File: config.mk
export PLATFORM = sky130hd
export DESIGN_NAME = lsu_align
export DESIGN_NICKNAME = d
export VERILOG_FILES = /design/src/rtl/lsu_align.sv
export SDC_FILE = /design/constraint.sdc
export NUM_CORES = 1
export LEC_CHECK = 0
export CORE_ASPECT_RATIO = 1.5
export CORE_UTILIZATION = 45
export CTS_CLUSTER_SIZE = 20
export DETAILED_ROUTE_END_ITERATION = 16
export GPL_ROUTABILITY_DRIVEN = 0
export PLACE_DENSITY_LB_ADDON = 0.3
export SLEW_MARGIN = 20
export SYNTH_ARGS = -nofsm -noshare
export SYNTH_HDL_FRONTEND = slang
export SYNTH_SLANG_ARGS = --single-unit
File: constraint.sdc
create_clock -name clk -period 19.3 [get_ports clk]
set_input_delay 3.86 -clock clk [delete_from_list [all_inputs] [get_ports clk]]
set_output_delay 3.86 -clock clk [all_outputs]
set_load 0.1 [all_outputs]
File: src/rtl/lsu_align.sv
// Load/store alignment unit in front of a word-wide data memory with combinational read.
// Define LSU_MISALIGN_SPLIT_EN to split word-crossing accesses into two word accesses (HI state).
module lsu_align #(
    parameter logic [31:0] DMEM_BASE = 32'h1001_0000,
    parameter logic [31:0] DMEM_SIZE = 32'h0000_1000
) (
    input  logic        clk,
    input  logic        rst,
    input  logic        req_valid,
    output logic        req_ready,
    input  logic        req_we,
    input  logic [1:0]  req_size,
    input  logic        req_unsigned,
    input  logic [31:0] req_addr,
    input  logic [31:0] req_wdata,
    output logic        resp_valid,
    output logic [31:0] resp_rdata,
    output logic        resp_err,
    output logic [31:0] mem_addr,
    output logic [31:0] mem_wdata,
    output logic        mem_we,
    input  logic [31:0] mem_rdata
);

`ifdef LSU_MISALIGN_SPLIT_EN
    typedef enum logic {StIdle, StHi} state_e;
`else
    typedef enum logic {StIdle} state_e;
`endif

    state_e state_q;

    logic [1:0]  off;
    logic [2:0]  nbytes;
    logic [3:0]  size_mask;
    logic [7:0]  lane_mask;
    logic [31:0] last_addr;
    logic        in_range;
    logic        crossing;
    logic        illegal;
    logic [31:0] wdata_lo;
    logic [31:0] load_data;

`ifdef LSU_MISALIGN_SPLIT_EN
    logic [31:0] wdata_hi;
    logic [31:0] addr_hi_q;
    logic [31:0] lo_q;
    logic [31:0] wdata_hi_q;
    logic [3:0]  mask_hi_q;
    logic [1:0]  off_q;
    logic [1:0]  size_q;
    logic        uns_q;
    logic        we_q;
`endif

    function automatic logic [31:0] merge(input logic [31:0] old, input logic [31:0] src,
                                          input logic [3:0] mask);
        logic [31:0] res;
        for (int k = 0; k < 4; k++) begin
            res[8*k +: 8] = mask[k] ? src[8*k +: 8] : old[8*k +: 8];
        end
        return res;
    endfunction

    function automatic logic [31:0] extend(input logic [1:0] size, input logic uns,
                                           input logic [31:0] raw);
        case (size)
            2'b00:   return uns ? {24'd0, raw[7:0]} : {{24{raw[7]}}, raw[7:0]};
            2'b01:   return uns ? {16'd0, raw[15:0]} : {{16{raw[15]}}, raw[15:0]};
            default: return raw;
        endcase
    endfunction

    assign off = req_addr[1:0];

    always_comb begin
        case (req_size)
            2'b00:   begin size_mask = 4'b0001; nbytes = 3'd1; end
            2'b01:   begin size_mask = 4'b0011; nbytes = 3'd2; end
            default: begin size_mask = 4'b1111; nbytes = 3'd4; end
        endcase
    end

    // Lanes 7:4 of the shifted mask are the bytes that spill into the next word.
    assign lane_mask = {4'b0000, size_mask} << off;
    assign crossing  = |lane_mask[7:4];
    assign last_addr = req_addr + {29'd0, nbytes} - 32'd1;
    // Offset compares are wrap-safe; the last >= first term rejects accesses wrapping past 2^32.
    assign in_range  = ((req_addr - DMEM_BASE) < DMEM_SIZE)
                     && ((last_addr - DMEM_BASE) < DMEM_SIZE)
                     && (last_addr >= req_addr);

`ifdef LSU_MISALIGN_SPLIT_EN
    assign illegal  = (req_size == 2'b11) || !in_range;
    assign wdata_hi = req_wdata >> (6'd32 - {1'b0, off, 3'b000});
`else
    assign illegal  = (req_size == 2'b11) || !in_range || crossing;
`endif

    assign wdata_lo = req_wdata << {off, 3'b000};

    always_comb begin
        req_ready = ~rst;
        mem_addr  = {req_addr[31:2], 2'b00};
        mem_wdata = merge(mem_rdata, wdata_lo, lane_mask[3:0]);
        mem_we    = req_valid & req_we & ~illegal & ~rst;
        load_data = extend(req_size, req_unsigned, mem_rdata >> {off, 3'b000});
`ifdef LSU_MISALIGN_SPLIT_EN
        if (state_q == StHi) begin
            req_ready = 1'b0;
            mem_addr  = addr_hi_q;
            mem_wdata = merge(mem_rdata, wdata_hi_q, mask_hi_q);
            mem_we    = we_q & ~rst;
            // Upper bytes of the latched low word joined with lanes 0.. of the high word.
            load_data = extend(size_q, uns_q, (lo_q >> {off_q, 3'b000})
                               | (mem_rdata << (6'd32 - {1'b0, off_q, 3'b000})));
        end
`endif
    end

    always_ff @(posedge clk or posedge rst) begin
        if (rst) begin
            state_q    <= StIdle;
            resp_valid <= 1'b0;
            resp_err   <= 1'b0;
            resp_rdata <= 32'd0;
`ifdef LSU_MISALIGN_SPLIT_EN
            addr_hi_q  <= 32'd0;
            lo_q       <= 32'd0;
            wdata_hi_q <= 32'd0;
            mask_hi_q  <= 4'd0;
            off_q      <= 2'd0;
            size_q     <= 2'd0;
            uns_q      <= 1'b0;
            we_q       <= 1'b0;
`endif
        end else begin
            resp_valid <= 1'b0;
            resp_err   <= 1'b0;
            resp_rdata <= 32'd0;
            case (state_q)
                StIdle: begin
                    if (req_valid) begin
                        if (illegal) begin
                            resp_valid <= 1'b1;
                            resp_err   <= 1'b1;
                        end
`ifdef LSU_MISALIGN_SPLIT_EN
                        else if (crossing) begin
                            state_q    <= StHi;
                            addr_hi_q  <= {req_addr[31:2] + 30'd1, 2'b00};
                            lo_q       <= mem_rdata;
                            wdata_hi_q <= wdata_hi;
                            mask_hi_q  <= lane_mask[7:4];
                            off_q      <= off;
                            size_q     <= req_size;
                            uns_q      <= req_unsigned;
                            we_q       <= req_we;
                        end
`endif
                        else begin
                            resp_valid <= 1'b1;
                            resp_rdata <= req_we ? 32'd0 : load_data;
                        end
                    end
                end
`ifdef LSU_MISALIGN_SPLIT_EN
                StHi: begin
                    state_q    <= StIdle;
                    resp_valid <= 1'b1;
                    resp_rdata <= we_q ? 32'd0 : load_data;
                end
`endif
                default: state_q <= StIdle;
            endcase
        end
    end

endmodule

==> impl_metrics.yaml <==
floorplanning:
  ios: 203
  fp.dieW_um: 96.8
  initial_core_util: 0.464
  core_area_mm2: 0.0131
  die-area_mm2: 0.0140
  die_h_um: 144
  rows: 51
logic_synthesis:
  async_reset_ff_frac: 1.00
  syn_area_mm2: 0.00607
  yosysTopAreaCell: "ha_1"
  syn_inst: 783
  ys_warn_count: 0
  synth_top_area_frac: 0.165
  synth_flop_cell: "dfrtp_1"
  ys_seq_elements: 34
  synth_edf_count: 0
  synthDistinctLibCells: 71
  synthTopCellsByArea: "ha_1, dfrtp_1, a21oi_1"
  yosysSeqAreaShare: 0.140
  postSynthAreaPerCell_um2: 7.75
power_and_ir_drop:
  pwr-share-seq: 0.163
  clkPwrFrac: 0.187
  pwr_density_cell_mw_per_mm2: 54.6
  switching_share: 0.498
  design_power_total_w: 0.000439
  leakagePower_nw: 3.46
  internal-power_w: 0.000220
  p_switching_w: 0.000219
  vdd_drop_max_mv: 0.0323
  comb_power_share: 0.650
worst_setup_path:
  cp-start-kind: "input port"
  path_class: "in -> out"
  cp_cell_sequence: "clkdlybuf4s50_1 -> clkinv_1 -> ha_1 -> inv_1 -> ha_1 -> a21oi_1 -> o211ai_1 -> a31o_2 -> o31ai_1 -> o211ai_1 -> a2111oi_0 -> xnor2_1 -> ha_1 -> and3_1 -> nand3_1 -> or2_2 -> or4_1 -> o32ai_1 -> a2111oi_1 -> or4_1 -> buf_4 -> nor3_1 -> clkdlybuf4s50_1"
  cpMostUsedCell: "ha_1"
  cp-end-kind: "output pin"
  path_buf_inv: 5
  worstPathRequired_ps: 15440
  crit_arrival_ps: 11480
  cp_max_fo: 26
  cp_slowest_cell: "clkdlybuf4s50_1"
  path_delay_family: "buffers and inverters"
  worst_path_largest_cell_delay_ps: 1150
layout:
  layout_common_cells: "clkdlybuf4s50_1, a21oi_1, ha_1, nor2_1, inv_1"
  layout-drive-gt1-share: 0.0659
  multi_input_area_mm2: 0.00459
  final_common_cell: "clkdlybuf4s50_1"
  fillers: 1201
  post-route-util: 0.615
  diodes: 0
  seqCellArea_um2: 851
  nets: 1108
  synthToLayoutAreaGrowth_pct: 32.6
clocking:
  post_cts_resized: 0
  htree_levels: 2
  path_clk_slew_ps: 50
  cts_buffer_depth: 2
  cts_sinks: 34
  tritoncts: "yes"
  root_buffer: "clkbuf_16"
  cts_hold_buf: 0
  post_cts_buffers: 0
  cts_buffers: 5
placement:
  portBuffers: 200
  dpl.hpwl_um: 16300
routing:
  drt-pass1-iter-count: 4
  ant_nets: 0
  wirelength_um: 20000
  drt_iter0_drc: 325
  vias: 6381
  via_per_inst: 5.89
  wl_per_cell_um: 18.4
  drcViolationCount: 0
hold_path:
  whs_endpoint: "resp_valid$_DFF_PP0_"
  hold_class: "in -> reg"
  worstHoldPathCells: 1
  hp-start: "req_valid"
grt:
  antenna_found_initial: 0
  grt_overflow: 0
  grt_pass1_wl_um: 30800
  grt_pass1_vias: 5928
  grt.total_usage: 0.276
  grt_max_degree: 72
sta:
  hold_violations: 0
  setup_viol: 0
  fin_tns_setup_ps: 0
  fin_crit_sh: 0.795
  worst_slew_pin_slew_ps: 1050
  fin_crit_ps: 15340
  max_freq_mhz: 65.2
  rsz0062_at_grt: "no"
  max_slew_margin: 0.299
  slew_viol_final: 0
flow_run:
  maxCapViolCount: 0
status:
  status: "finished clean"
## cell usage after synthesis (8+ instances only)
library cell  instances
a211oi_1             22
a21o_1               10
a21oi_1              93
and3_1               17
buf_4                32
clkbuf_1             33
dfrtp_1              34
ha_1                 80
inv_1                56
mux2_2               17
mux2i_1              34
nand2_1              37
nand2b_1              8
nand3_1              15
nor2_1               58
nor2b_1              23
nor3_1               18
nor4_1               10
nor4_2                8
o21ai_0              37
xnor2_1              20
xor2_1               13
## final cells by class
cell class                 instances  share of cell area
multi-input combinational        619               0.570
timing repair buffer             207               0.254
clock buffer                       7              0.0177
clock inverter                     1            0.000622
inverter                          57              0.0266
tap                              159              0.0247
sequential                        34               0.106
## per-stage QoR
step	setup WS, ps	cells	area [um^2]	hold WS (ps)
3_5_place_dp	4050	1076	7890	4400
4_1_cts	4040	1084	8040	4110
2_1_floorplan	4220	784	6070	3890
3_3_place_gp	4200	1076	7890	4400
5_1_grt	3430	1084	8040	4120
6_report	3960	1084	8040	4110
## cells by family (layout without fill, tap and decap cells)
logic type / count (synthesis) / after routing / share of synthesized area
flip-flops: 34 / 34 / 0.140
other: 1 / 2 / 0.000618
AO/OA/AOI/OAI: 226 / 226 / 0.245
XOR/XNOR: 33 / 33 / 0.0476
adder cells (fa/ha/maj): 81 / 81 / 0.168
buffers and inverters: 131 / 272 / 0.105
AND/OR/NAND/NOR: 226 / 226 / 0.205
multiplexers: 51 / 51 / 0.0876
## state kept, by name, summed over array words and instances (netlist names)
register,count
resp_rdata,32
resp_err,1
resp_valid,1
## per-layer routing
layer	vias to the layer above	wire length [um]	track usage
met1	3002	7660	0.316
met2	240	10400	0.512
met3	35	1190	0.0401
li1	3104	-	-
met4	0	713	0.115
met5	-	0	0
## worst max path at each step
stage	depth (start not counted)	startpoint	end	slack, ps
floorplan	25	req_addr[1]	mem_we	4220
global placement	23	req_size[1]	mem_we	4200
detailed placement	23	req_size[1]	mem_we	4050
CTS	23	req_size[1]	mem_we	4040
global route	23	req_size[1]	mem_we	3430
finish	23	req_size[1]	mem_we	3960
## power by group through the flow
| stage | combinational [W] | sequential, W | clock [W] |
|---|---|---|---|
| detailed placement | 0.000282 | 0.0000728 | 0 |
| floorplan | 0.000207 | 0.0000745 | 0 |
| finish | 0.000285 | 0.0000716 | 0.0000821 |
| global placement | 0.000281 | 0.0000728 | 0 |
| global route | 0.000306 | 0.0000716 | 0.0000849 |
| CTS | 0.000284 | 0.0000716 | 0.0000820 |
No activity file was read; power rests on OpenSTA's default activity.
